## config.mk

```make
export PLATFORM = sky130hd
export DESIGN_NAME = ntt_fifo_addr_counter
export DESIGN_NICKNAME = d
export VERILOG_FILES = /design/src/rtl/ntt_fifo_pkg.sv /design/src/rtl/ntt_mod_counter.sv /design/src/rtl/ntt_fifo_addr_counter.sv
export SDC_FILE = /design/constraint.sdc
export NUM_CORES = 1
export LEC_CHECK = 0
export BUFFER_PORTS_ARGS = -buffer_cell sky130_fd_sc_hd__buf_4
export CELL_PAD_IN_SITES_DETAIL_PLACEMENT = 1
export CELL_PAD_IN_SITES_GLOBAL_PLACEMENT = 1
export CORE_MARGIN = 4
export CORE_UTILIZATION = 35
export CTS_CLUSTER_DIAMETER = 80
export DETAILED_ROUTE_END_ITERATION = 8
export HOLD_SLACK_MARGIN = 0.03
export PLACE_DENSITY_LB_ADDON = 0.1
export SLEW_MARGIN = 20
export SYNTH_ARGS = -nofsm -noshare
export SYNTH_HDL_FRONTEND = slang
export SYNTH_SLANG_ARGS = --single-unit
```

## constraint.sdc

```tcl
create_clock -name clk -period 1.7 [get_ports clk]
set_input_delay 0.34 -clock clk [delete_from_list [all_inputs] [get_ports clk]]
set_output_delay 0.34 -clock clk [all_outputs]
set_load 0.01 [all_outputs]
```

## src/rtl/ntt_fifo_pkg.sv

```systemverilog
// Shared geometry for the NTT/INTT delay-line FIFOs: stage counts, derived
// address widths, per-stage depth and the address type used by every stage.
package ntt_fifo_pkg;

  localparam int NTT_STAGE_CNT = 7;
  localparam int MUL_STAGE_CNT = 4;

  // Largest half-radix step, i.e. the depth of the first butterfly stage.
  localparam int MAX_HRS = 1 << (NTT_STAGE_CNT - 2);

  // The multiplier FIFO cycles through MUL_STAGE_CNT-1 slots; keep at least
  // one bit so a single-slot FIFO still has a legal (constant 0) address.
  localparam int MUL_STAGE_BITS =
    ((MUL_STAGE_CNT - 1) > 1) ? $clog2(MUL_STAGE_CNT - 1) : 1;

  localparam int MAX_FIFO2_ADDR_BITS =
    $clog2((MAX_HRS > MUL_STAGE_CNT) ? MAX_HRS : MUL_STAGE_CNT);

  typedef logic [MAX_FIFO2_ADDR_BITS-1:0] fifo2_addr_t;
  typedef logic [MUL_STAGE_BITS-1:0]      fifom_addr_t;

  // Butterfly stages halve their delay each step; the last stage instead
  // matches the multiplier pipeline depth.
  function automatic int stage_depth(input int s);
    if (s < NTT_STAGE_CNT - 1) begin
      return 1 << (NTT_STAGE_CNT - 2 - s);
    end
    return MUL_STAGE_CNT;
  endfunction

endpackage

```

## src/rtl/ntt_mod_counter.sv

```systemverilog
// Modulo-DEPTH circular address counter with a fill/drain phase bit and a
// one-cycle wrap flag. A DEPTH of 1 keeps the address at 0 and toggles the
// phase on every enabled cycle.
module ntt_mod_counter #(
  parameter int DEPTH = 2,
  parameter int W     = 1
) (
  input  logic         clk,
  input  logic         rst,
  input  logic         inc,
  output logic [W-1:0] cnt,
  output logic         phase,
  output logic         wrap
);

  localparam logic [W-1:0] LAST = W'(DEPTH - 1);

  logic at_last;
  assign at_last = (cnt == LAST);

  // Advance on inc, wrapping at DEPTH-1 and flipping the phase on each wrap.
  always_ff @(posedge clk) begin
    if (rst) begin
      cnt   <= '0;
      phase <= 1'b0;
      wrap  <= 1'b0;
    end else if (inc) begin
      if (at_last) begin
        cnt   <= '0;
        phase <= ~phase;
        wrap  <= 1'b1;
      end else begin
        cnt   <= cnt + W'(1);
        wrap  <= 1'b0;
      end
    end else begin
      wrap <= 1'b0;
    end
  end

endmodule

```

## src/rtl/ntt_fifo_addr_counter.sv

```systemverilog
// Central address generator for the NTT/INTT delay-line FIFOs. One circular
// counter per butterfly stage plus one for the multiplier pipeline FIFO;
// every NTT/INTT instance consumes the same addresses so all buffers advance
// in lock-step.
module ntt_fifo_addr_counter
  import ntt_fifo_pkg::*;
(
  input  logic        clk,
  input  logic        rst,
  input  logic        en          [NTT_STAGE_CNT],
  output fifom_addr_t fifom_addr,
  output fifo2_addr_t fifo2_addr  [NTT_STAGE_CNT],
  output logic        stage_phase [NTT_STAGE_CNT],
  output logic        stage_wrap  [NTT_STAGE_CNT]
);

  logic any_en;
  logic fifom_phase;
  logic fifom_wrap;
  logic unused_fifom_status;

  // The multiplier FIFO moves whenever any stage moves.
  always_comb begin
    any_en = 1'b0;
    for (int i = 0; i < NTT_STAGE_CNT; i++) begin
      any_en = any_en | en[i];
    end
  end

  genvar gi;
  generate
    for (gi = 0; gi < NTT_STAGE_CNT; gi++) begin : g_stage
      ntt_mod_counter #(
        .DEPTH (stage_depth(gi)),
        .W     (MAX_FIFO2_ADDR_BITS)
      ) u_stage_cnt (
        .clk   (clk),
        .rst   (rst),
        .inc   (en[gi]),
        .cnt   (fifo2_addr[gi]),
        .phase (stage_phase[gi]),
        .wrap  (stage_wrap[gi])
      );
    end
  endgenerate

  // Multiplier FIFO cycles through MUL_STAGE_CNT-1 slots.
  ntt_mod_counter #(
    .DEPTH (MUL_STAGE_CNT - 1),
    .W     (MUL_STAGE_BITS)
  ) u_fifom_cnt (
    .clk   (clk),
    .rst   (rst),
    .inc   (any_en),
    .cnt   (fifom_addr),
    .phase (fifom_phase),
    .wrap  (fifom_wrap)
  );

  // Phase and wrap of the multiplier FIFO have no consumer.
  assign unused_fifom_status = fifom_phase ^ fifom_wrap;

endmodule

```

# Yosys cells after proc, flatten, opt, wreduce, memory -nomap -nowiden
# Cells that the tools add are included.
# totals
reg_bits	51
inputBits	9
output_inout_bits	51
elab_cells	87
# classes
addsub	8
n_eq_ne	7
muxes	15
bitwise	20
reduce_logical	15
# ops
cell	count
$add A5 B1 Y5 const B	7
$mux W5	7
$not A1 Y1	14
$reduce_and A2 Y1	7
$reduce_or A2 Y1	7
$eq A5 B2 Y1 const B	2
$mux W1	7
$or A1 B1 Y1	6
$eq A5 B1 Y1 const B	1
$eq A5 B3 Y1 const B	1
$eq A5 B4 Y1 const B	1
$eq A5 B5 Y1 const B	1
$logic_not A5 Y1	1
$add A2 B1 Y2 const B	1
$eq A2 B2 Y1 const B	1
$mux W2	1

# Logic depth before layout (Yosys ltp)
# Gate-level depths: netlist of the first run.
# depth
depth_word	6
depth_mapped	6
depth_no_buf	6

# By module
# From an unflattened synthesis of the first run, not the netlist that was laid out.
# unflattened
hier_cells	230
hier_area_um2	2338.5
# by_module_without_submodules
module	n_inst	cells_each	area_each_um2	seq_area_each_um2
ntt_mod_counter at g_stage[3].u_stage_cnt ...	2	28	320.3	140.1
ntt_mod_counter at g_stage[0].u_stage_cnt	1	34	319.1	140.1
ntt_mod_counter at g_stage[5].u_stage_cnt	1	32	317.8	140.1
ntt_mod_counter at g_stage[4].u_stage_cnt	1	31	314.1	140.1
ntt_mod_counter at g_stage[2].u_stage_cnt	1	31	297.8	140.1
ntt_mod_counter at g_stage[1].u_stage_cnt	1	28	279.0	140.1
ntt_mod_counter at u_fifom_cnt	1	15	155.1	80.1
ntt_fifo_addr_counter	1	3	15.0	0.0

# Worst setup path after synthesis of the first run
# No wires, ideal clock.
# synth_path
path_kind	flip-flop to flip-flop
startpoint	register g_stage[5].u_stage_cnt.cnt[0]
endpoint	register g_stage[5].u_stage_cnt.phase
setup_ns	0.123
t_arrival_ns	1.475
t_required_ns	1.577
setup_slack_ns	0.102
stages_incl_launch_ff	6
path_buffers	0
period_less_slack_ns	1.598
cell_sequence	dfxtp_1 inv_1 ha_1 or4b_4 nor2_4 mux2_1
# synth_between
elab_chain_len	2
# synth_rtl
item	line_no	rtl
start: declaration	ntt_mod_counter.sv:11	output logic [W-1:0] cnt,
start signal: assignment	ntt_mod_counter.sv:33	cnt <= cnt + W'(1);
$logic_not A5 Y1	ntt_mod_counter.sv:19	assign at_last = (cnt == LAST);
$reduce_and A2 Y1 (no source line)	n/a	
end signal: assignment	ntt_mod_counter.sv:30	phase <= ~phase;
end: declaration	ntt_mod_counter.sv:12	output logic phase,
# No other way between the ends.
# A chain may end at the register's enable or synchronous reset.

# Worst setup path in the final report of the first run
# Same ends and word-level chain as after synthesis.

==> impl_metrics.json, run 1 <==
{
  "hold_viol_final": 0,
  "synth_top_family_by_area": "simple AND/OR/NAND/NOR gates",
  "cts_htree_levels": 2,
  "drive_gt1_share_pct": 29.6,
  "rows": 29,
  "ys_seq_area_share_pct": 44.6,
  "drtAntennaViolNets": 0,
  "relSlewSlack_pct": 66.8,
  "peakVddDrop_uv": 344,
  "synth.area.top_cells": "dfxtp_1, xor2_1, ha_1, buf_4, nor2_1",
  "synth.avg_cell_area_um2": 9.58,
  "leakagePower_nw": 1.26,
  "grt_max_degree": 23,
  "finalWeightedCongestion": 0.740,
  "insertedDiodeCount": 0,
  "clock-sinks": 51,
  "synth_compound_gate_area_share_pct": 6.67,
  "drt_wl_total_um": 5200,
  "dpl_worst_slack_ns": 0.0310,
  "setup_tns_ns": 0,
  "coreArea_mm2": 0.00635,
  "synth_xor_area_share_pct": 8.03,
  "crit_type": "register to register",
  "place_area_mm2": 0.00273,
  "dr.pass1.iters": 4,
  "drc_errors": 0,
  "multi_input_area_mm2": 0.00110,
  "clock_path_buffers": 2,
  "io_pins": 60,
  "initial_core_util_pct": 36.1,
  "finalCoreUtilization_pct": 44.7,
  "fill_cells": 743,
  "port_buffers": 59,
  "yosysUniqueCellTypes": 47,
  "path_clk_slew_ns": 0.09,
  "cp_max_fo": 5,
  "max_cap_viol_count": 0,
  "yosys.area_share.simple_pct": 23.4,
  "ctsRootBufferMaster": "clkbuf_8",
  "finClkSkew_ns": 0.00312,
  "cts_tree": "built",
  "start_kind": "register",
  "worst_hold_path_type": "primary input to register",
  "antenna_found_initial": 0,
  "max_freq_mhz": 614,
  "design_area_mm2": 0.00284,
  "grt_pass1_wl_um": 8800,
  "yosys_register_bits": 51,
  "synth_area_mm2": 0.00229,
  "grtUsageTotal_pct": 14.1,
  "tightest_slew_ns": 0.493,
  "chipHeight_um": 88.9,
  "ys_warn_count": 0,
  "final_cell_mix": "buf_4, dfxtp_1, nor2_1",
  "drt_iter0_drc": 27,
  "clk_latency_ns": 0.30,
  "required_ns": 1.89,
  "yosysTopAreaCell": "dfxtp_1",
  "holdWs_ns": 0.295,
  "cts_made_buffers": 5,
  "cp_data_arrival_time_ns": 1.82,
  "synth_fp_nets": 258,
  "drv_slew": 0,
  "vias": 1838,
  "synth_mux_area_share_pct": 4.32,
  "netlist_instances": 239,
  "die_x_um": 88.9,
  "rsz0062_at_grt": "no",
  "synthAdderAreaFrac_pct": 5.46,
  "layout.nets": 310,
  "powerDensity_mw_per_mm2": 791,
  "critical_path.endpoint_type": "register",
  "timing.final.ws_setup_ns": 0.0718,
  "vias_per_cell": 4.99,
  "fin_crit_sh_pct": 95.8,
  "dieArea_mm2": 0.00790,
  "grt_pass1_vias": 1875,
  "area_growth_pct": 23.8,
  "globalRouteOverflowTotal": 0,
  "min_period_ns": 1.63,
  "wl_per_cell_um": 14.1,
  "synth_top_cell_area_share_pct": 44.6,
  "final_common_cell": "buf_4",
  "hpwl_um": 3910,
  "setup_viol": 0,
  "hold_buffers": 0,
  "status": "completed",
  "register_area_mm2": 0.00102
}
==> flip-flops by register name, indices dropped and copies added, names as in the netlist <==
| register | cells |
|---|---|
| g_stage.u_stage_cnt.phase | 7 |
| g_stage.u_stage_cnt.wrap | 7 |
| u_fifom_cnt.cnt | 2 |
| g_stage.u_stage_cnt.cnt | 35 |
==> power breakdown <==
group | internal [W] | total, W | switching [W] | leakage, nW
combinational | 0.000129 | 0.000259 | 0.000130 | 0.802
clock | 0.000320 | 0.000707 | 0.000387 | 0.0470
sequential | 0.00123 | 0.00128 | 0.0000432 | 0.415
==> Yosys cell counts (all sizes together) <==
| cell | n |
|---|---|
| dfxtp | 51 |
| nor2 | 32 |
| buf | 20 |
| xor2 | 18 |
| nand4 | 13 |
| a21oi | 11 |
| nand2 | 11 |
| ha | 10 |
| nor3 | 9 |
| nand3 | 7 |
| inv | 6 |
| mux2i | 5 |
| mux2 | 4 |
| nand2b | 4 |
| nor2b | 4 |
| nor4 | 4 |
| clkbuf | 3 |
| or4 | 3 |
| xnor2 | 3 |
| nand3b | 2 |
| o31ai | 2 |
| o41ai | 2 |
| a2111oi | 1 |
| a211o | 1 |
| a211oi | 1 |
| a21o | 1 |
| a41o | 1 |
| and2 | 1 |
| and3 | 1 |
| nand4b | 1 |
| nand4bb | 1 |
| nor3b | 1 |
| nor4b | 1 |
| nor4bb | 1 |
| o211a | 1 |
| o21ai | 1 |
| or4b | 1 |
==> path summary, 6_finish.rpt <==
kind	slack [ns]	cells after the start	to	from
min reg2reg	0.49	2	g_stage[1].u_stage_cnt.phase$_SDFFE_PP0P_	g_stage[1].u_stage_cnt.phase$_SDFFE_PP0P_
max reg2reg	0.07	5	g_stage[5].u_stage_cnt.phase$_SDFFE_PP0P_	g_stage[5].u_stage_cnt.cnt[0]$_SDFFE_PP0P_
max	0.07	5	g_stage[5].u_stage_cnt.phase$_SDFFE_PP0P_	g_stage[5].u_stage_cnt.cnt[0]$_SDFFE_PP0P_
min	0.30	2	g_stage[4].u_stage_cnt.cnt[1]$_SDFFE_PP0P_	en[2]
==> layout make-up <==
class	instances	share of cell area, %
Clock inverter	1	0.177
Multi-Input combinational cell	159	38.7
Inverter	6	0.794
Tap cell	77	3.40
Sequential cell	51	36.1
Timing Repair Buffer	68	18.0
Clock buffer	6	2.91
==> critical path, cell delays in order (launching register included) <==
cell and delay [ns]:
dfxtp_2 0.35, inv_1 0.08, ha_1 0.14, or4b_4 0.49, nor2_4 0.14, mux2_1 0.32
==> metrics by stage <==
stage | cells | power, W
after floorplan | 239 | 0.00145
after global placement | 359 | 0.00156
after detailed placement | 359 | 0.00157
after CTS | 366 | 0.00229
after global routing | 368 | 0.00236
final | 368 | 0.00224
==> per-layer routing <==
layer	global-route usage [%]	routed length [um]	vias to the layer above
met5	0	0	-
met2	23.1	2430	35
met1	18.0	2420	872
met4	5.36	85	0
met3	3.35	266	8
li1	-	-	923
==> repair_timing <==
action | 4_1_cts | 5_1_grt
endpoints found under the hold margin | 0 | 0
setup buffers | 0 | 2
resized for setup | 0 | 1
setup endpoints to repair | 0 | 1
==> cell families after synthesis <==
kind of cell             count (synthesis)
AO/OA/AOI/OAI                           22
XOR/XNOR                                21
adder cells (fa/ha/maj)                 10
buffers and inverters                   29
flip-flops                              51
multiplexers                             9
AND/OR/NAND/NOR                         97
No activity file was read; power rests on OpenSTA's default activity.
==> inputs of run 2 (changes only) <==
--- a/config.mk
+++ b/config.mk
@@ -14,3 +14,3 @@
 export DETAILED_ROUTE_END_ITERATION = 8
-export HOLD_SLACK_MARGIN = 0.03
+export HOLD_SLACK_MARGIN = 0.12
 export PLACE_DENSITY_LB_ADDON = 0.1
==> constraint.sdc (replaced) <==
create_clock -name clk -period 1.7 [get_ports clk]
set_input_delay 0.425 -clock clk [delete_from_list [all_inputs] [get_ports clk]]
set_output_delay 0.425 -clock clk [all_outputs]
set_load 0.01 [all_outputs]
==> run 2 against run 1 <==
Via count rose by 0.54%; critical endpoint unchanged; final area barely moved; sequential share of layout area barely moved; fmax fell by 0.63%; register-to-register slack barely moved; sequential power barely moved; clock power rose by 15%; wire length fell by 4.0%; largest cell class unchanged; clock skew rose by 0.0059 ns.
==> impl_metrics.json, run 2 (synthesis gave the netlist of run 1 again) <==
{
  "cts_made_buffers": 5,
  "hpwl_um": 3680,
  "grtUsageTotal_pct": 13.1,
  "area_growth_pct": 23.8,
  "final_common_cell": "buf_4",
  "clock_path_buffers": 2,
  "largest_register": "g_stage.u_stage_cnt.cnt",
  "initial_core_util_pct": 36.1,
  "peakVddDrop_uv": 410,
  "grt_max_degree": 22,
  "crit_slowest_cell": "or4b_4",
  "finClkSkew_ns": 0.00901,
  "start_kind": "register",
  "hold_viol_final": 0,
  "holdWs_ns": 0.369,
  "status": "completed",
  "leakagePower_nw": 1.25,
  "drive_gt1_share_pct": 28.8,
  "tightest_slew_ns": 0.470,
  "cts_htree_levels": 2,
  "drt_wl_total_um": 4990,
  "globalRouteOverflowTotal": 0,
  "vias_per_cell": 5.06,
  "ctsRootBufferMaster": "clkbuf_8",
  "cts_tree": "built",
  "antenna_found_initial": 0,
  "fin_crit_sh_pct": 96.4,
  "coreArea_mm2": 0.00635,
  "max_cap_viol_count": 0,
  "drt_iter0_drc": 36,
  "cp_cell_sequence": "inv_1 -> ha_1 -> or4b_4 -> nor2_4 -> mux2_1",
  "drc_errors": 0,
  "required_ns": 1.89,
  "drv_slew": 0,
  "path_clk_slew_ns": 0.09,
  "drtAntennaViolNets": 0,
  "powerDensity_mw_per_mm2": 827,
  "clk_latency_ns": 0.30,
  "io_pins": 60,
  "max_freq_mhz": 610,
  "relSlewSlack_pct": 68.3,
  "worst_hold_path_type": "primary input to register",
  "insertedDiodeCount": 0,
  "slowest_delay_ns": 0.50,
  "fill_cells": 748,
  "rows": 29,
  "clock-sinks": 51,
  "setup_tns_ns": 0,
  "dr.pass1.iters": 4,
  "port_buffers": 59,
  "wl_per_cell_um": 13.7,
  "vias": 1848,
  "crit_type": "register to register",
  "reg_top3": "g_stage.u_stage_cnt.cnt: 35 flops, g_stage.u_stage_cnt.phase: 7 flops, g_stage.u_stage_cnt.wrap: 7 flops",
  "grt_pass1_wl_um": 8190,
  "dieArea_mm2": 0.00790,
  "min_period_ns": 1.64,
  "largest_reg_flops": 35,
  "rsz0062_at_grt": "yes",
  "final_cell_mix": "buf_4, dfxtp_1, nor2_1",
  "setup_viol": 0,
  "layout.nets": 307,
  "cp_max_fo": 5,
  "die_x_um": 88.9,
  "chipHeight_um": 88.9,
  "finalWeightedCongestion": 0.691,
  "critical_path.endpoint_type": "register",
  "grt_pass1_vias": 1749,
  "cp_data_arrival_time_ns": 1.83,
  "hold_buffers": 0
}
==> run 2: worst paths after layout <==
check,startpoint,end,slack [ns],cells past startpoint
worst min register to register,g_stage[2].u_stage_cnt.phase$_SDFFE_PP0P_,g_stage[2].u_stage_cnt.phase$_SDFFE_PP0P_,0.48,2
worst max register to register,g_stage[5].u_stage_cnt.cnt[0]$_SDFFE_PP0P_,g_stage[5].u_stage_cnt.phase$_SDFFE_PP0P_,0.06,5
worst max-delay path,g_stage[5].u_stage_cnt.cnt[0]$_SDFFE_PP0P_,g_stage[5].u_stage_cnt.phase$_SDFFE_PP0P_,0.06,5
worst min-delay path,en[2],g_stage[4].u_stage_cnt.cnt[1]$_SDFFE_PP0P_,0.37,2
==> run 2: report_power, final <==
part           internal [W]  leakage (nW)  total, W  switching, W
clock network      0.000432        0.0513  0.000811      0.000379
logic              0.000129         0.786  0.000257      0.000128
registers           0.00123         0.415   0.00128     0.0000433
==> run 2: layer usage <==
layer	vias up	wire length [um]	track usage, %
li1	918	-	-
met1	888	2280	16.4
met2	37	2360	21.5
met3	5	291	4.00
met4	0	64	4.12
met5	-	0	0
==> run 2: cell type report <==
| cell class | count | area [um2] | area share (%) |
|---|---|---|---|
| clock buffers | 6 | 72.6 | 2.56 |
| clock inverters | 1 | 30.0 | 1.06 |
| inverters | 6 | 22.5 | 0.795 |
| multi-input cells | 159 | 1100 | 38.9 |
| flip-flops and latches | 51 | 1020 | 36.1 |
| well taps | 77 | 96.3 | 3.40 |
| repair buffers | 65 | 488 | 17.2 |
==> run 2: metrics by stage <==
stage | area (um2) | util, % | cells | setup slack, ns | total power (W)
global placement | 2720 | 42.9 | 358 | 0.100 | 0.00156
global route | 2830 | 44.6 | 365 | -0.00501 | 0.00248
floorplan | 2290 | - | 239 | 0.102 | 0.00145
CTS | 2830 | 44.5 | 365 | 0.0281 | 0.00240
detailed placement | 2720 | 42.9 | 358 | 0.0438 | 0.00157
finish | 2830 | 44.6 | 365 | 0.0614 | 0.00235
==> run 2: repair_timing <==
action	4_1_cts	5_1_grt
setup endpoints to repair	0	2
setup buffers	0	0
resized for setup	0	2
==> run 2: critical path, delay by kind of cell, from the launching register on <==
kind                     cells  cell delay (ns)
AND/OR/NAND/NOR              2             0.64
multiplexers                 1             0.34
adder cells (fa/ha/maj)      1             0.13
buffers and inverters        1             0.07
flip-flops                   1             0.35
==> inputs of run 3 (changes only) <==
--- a/config.mk
+++ b/config.mk
@@ -11,6 +11,6 @@
 export CORE_MARGIN = 4
-export CORE_UTILIZATION = 35
+export CORE_UTILIZATION = 36
 export CTS_CLUSTER_DIAMETER = 80
 export DETAILED_ROUTE_END_ITERATION = 8
-export HOLD_SLACK_MARGIN = 0.12
+export HOLD_SLACK_MARGIN = 0.15
 export PLACE_DENSITY_LB_ADDON = 0.1
@@ -19,2 +19,3 @@
 export SYNTH_HDL_FRONTEND = slang
+export SYNTH_HIERARCHICAL = 1
 export SYNTH_SLANG_ARGS = --single-unit
--- a/constraint.sdc
+++ b/constraint.sdc
@@ -3,2 +3,2 @@
 set_output_delay 0.425 -clock clk [all_outputs]
-set_load 0.01 [all_outputs]
+set_load 0.005 [all_outputs]
==> run 3 against run 2 <==
Flip-flop and latch count unchanged; combinational power rose by 3%; sequential share of layout area shrank 0.81 points; sequential power hardly changed.
==> impl_metrics.json, run 3 <==
{
  "grtUsageTotal_pct": 13.3,
  "drive_gt1_share_pct": 27.7,
  "cts_setup_buffers": 0,
  "setup_viol": 0,
  "antenna_found_initial": 0,
  "met2_length_um": 2160,
  "cts_tree": "built",
  "relSlewSlack_pct": 71.6,
  "grt_max_degree": 41,
  "insertedDiodeCount": 0,
  "area_growth_pct": 28.2,
  "routed-wl-met3_um": 329,
  "synth.avg_cell_area_um2": 10.1,
  "clock-sinks": 51,
  "vias_per_cell": 4.96,
  "drv_slew": 0,
  "synth_fp_nets": 243,
  "grt_pass1_vias": 1749,
  "ctsRootBufferMaster": "clkbuf_8",
  "layout.nets": 309,
  "hold_viol_final": 0,
  "reg2reg_to": "g_stage[0].u_stage_cnt/cnt[3]$_SDFFE_PP0P_",
  "drtAntennaViolNets": 0,
  "cp_data_arrival_time_ns": 1.83,
  "slowest_delay_ns": 0.46,
  "status": "completed",
  "cp_cell_sequence": "ha_1 -> and3_1 -> ha_1 -> or4_1 -> a21oi_1",
  "min_period_ns": 1.61,
  "powerDensity_mw_per_mm2": 810,
  "rows": 28,
  "ff2ff_path_depth": 5,
  "wl_per_cell_um": 13.3,
  "tightest_slew_ns": 0.427,
  "max_cap_viol_count": 0,
  "dr.pass1.iters": 4,
  "crit_slowest_cell": "or4_1",
  "grt_pass1_wl_um": 8260,
  "cts_made_buffers": 5,
  "fin_crit_sh_pct": 94.9,
  "cts_htree_levels": 2,
  "min_path_cells": 2,
  "dr.max_layer_used": "met4",
  "globalRouteOverflowTotal": 0,
  "clk_latency_ns": 0.29,
  "r2r-start": "g_stage[0].u_stage_cnt/cnt[1]$_SDFFE_PP0P_",
  "drt_wl_total_um": 4850,
  "netlist_instances": 223,
  "dieArea_mm2": 0.00762,
  "drc_errors": 0,
  "final_cell_mix": "buf_4, dfxtp_1, nor2_1",
  "finalWeightedCongestion": 0.743,
  "required_ns": 1.92,
  "largest_reg_flops": 35,
  "largest_register": "g_stage.u_stage_cnt/cnt",
  "met1Wirelength_um": 2320,
  "worstHoldStart": "en[2]",
  "io_pins": 60,
  "r2r_slack_ns": 0.09,
  "hpwl_um": 3590,
  "initial_core_util_pct": 37.5,
  "setup_tns_ns": 0,
  "critical_path.endpoint_type": "register",
  "ys_warn_count": 6,
  "cp_max_fo": 5,
  "finalCoreUtilization_pct": 48.1,
  "cpMostUsedCell": "ha_1",
  "min_to": "g_stage[4].u_stage_cnt/cnt[1]$_SDFFE_PP0P_",
  "drt_iter0_drc": 47,
  "synth_area_mm2": 0.00226,
  "reg_top3": "g_stage.u_stage_cnt/cnt: 35 flops, g_stage.u_stage_cnt/phase: 7 flops, g_stage.u_stage_cnt/wrap: 7 flops",
  "final_common_cell": "buf_4",
  "chipHeight_um": 87.3,
  "port_buffers": 59,
  "path_clk_slew_ns": 0.07,
  "start_kind": "register",
  "crit_type": "register to register",
  "worst_hold_path_type": "primary input to register",
  "finClkSkew_ns": 0.0109,
  "peakVddDrop_uv": 390,
  "clock_path_buffers": 2,
  "leakagePower_nw": 1.29,
  "max_freq_mhz": 620,
  "rsz0062_at_grt": "no",
  "vias": 1804,
  "die_x_um": 87.3,
  "coreArea_mm2": 0.00603
}
[run 3: power breakdown]
group	switching, W	total, W	internal [W]
combinational	0.000123	0.000264	0.000141
sequential	0.0000506	0.00129	0.00124
clock	0.000364	0.000795	0.000432
[run 3: area by class of cell]
cell class / instances / area, um2
clock inverter: 1 / 30.0
clock buffer: 6 / 72.6
sequential: 51 / 1020
multi-input combinational: 165 / 1210
fill: 716 / 3130
tap: 75 / 93.8
inverter: 6 / 22.5
timing repair buffer: 60 / 450
[run 3: timing repair]
item                       in CTS  in global routing
resized for setup               0                  1
hold endpoints to repair        0                  0
hold buffers                    0                  0
setup endpoints to repair       0                  1
[run 3: per-stage QoR]
step	worst slack [ns]	area, um2	hold slack, ns	cells	total power [W]
finish	0.0860	2900	0.398	364	0.00235
global route	0.000462	2900	0.399	364	0.00248
CTS	0.0546	2900	0.393	364	0.00240
detailed placement	0.0750	2800	0.488	357	0.00159
global placement	0.118	2800	0.473	357	0.00158
floorplan	0.130	2260	0.464	223	0.00144
[run 3: routing by layer]
metal | vias up | GRT usage, %
li1 | 910 | -
met1 | 850 | 17.4
met2 | 38 | 21.1
met3 | 6 | 4.64
met4 | 0 | 3.35
met5 | - | 0
[run 3: worst max-delay path, delay by kind of cell, from the launching register on]
kind | cells | cell delay (ns)
and+or+nand+nor | 2 | 0.66
AOI/OAI and AO/OA | 1 | 0.13
adders and majority gates | 2 | 0.40
DFF | 1 | 0.35
[run 3: worst max path at each step]
stage,startpoint,end,slack (ns)
final,g_stage[0].u_stage_cnt/cnt[1]$_SDFFE_PP0P_,g_stage[0].u_stage_cnt/cnt[3]$_SDFFE_PP0P_,0.09
after global routing,g_stage[0].u_stage_cnt/cnt[1]$_SDFFE_PP0P_,g_stage[0].u_stage_cnt/cnt[3]$_SDFFE_PP0P_,0.0005
after detailed placement,g_stage[0].u_stage_cnt/cnt[1]$_SDFFE_PP0P_,g_stage[0].u_stage_cnt/cnt[3]$_SDFFE_PP0P_,0.08
after global placement,g_stage[0].u_stage_cnt/cnt[1]$_SDFFE_PP0P_,g_stage[0].u_stage_cnt/cnt[3]$_SDFFE_PP0P_,0.12
after CTS,g_stage[0].u_stage_cnt/cnt[1]$_SDFFE_PP0P_,g_stage[0].u_stage_cnt/cnt[3]$_SDFFE_PP0P_,0.05
after floorplan,g_stage[0].u_stage_cnt/cnt[0]$_SDFFE_PP0P_,g_stage[0].u_stage_cnt/cnt[3]$_SDFFE_PP0P_,0.13
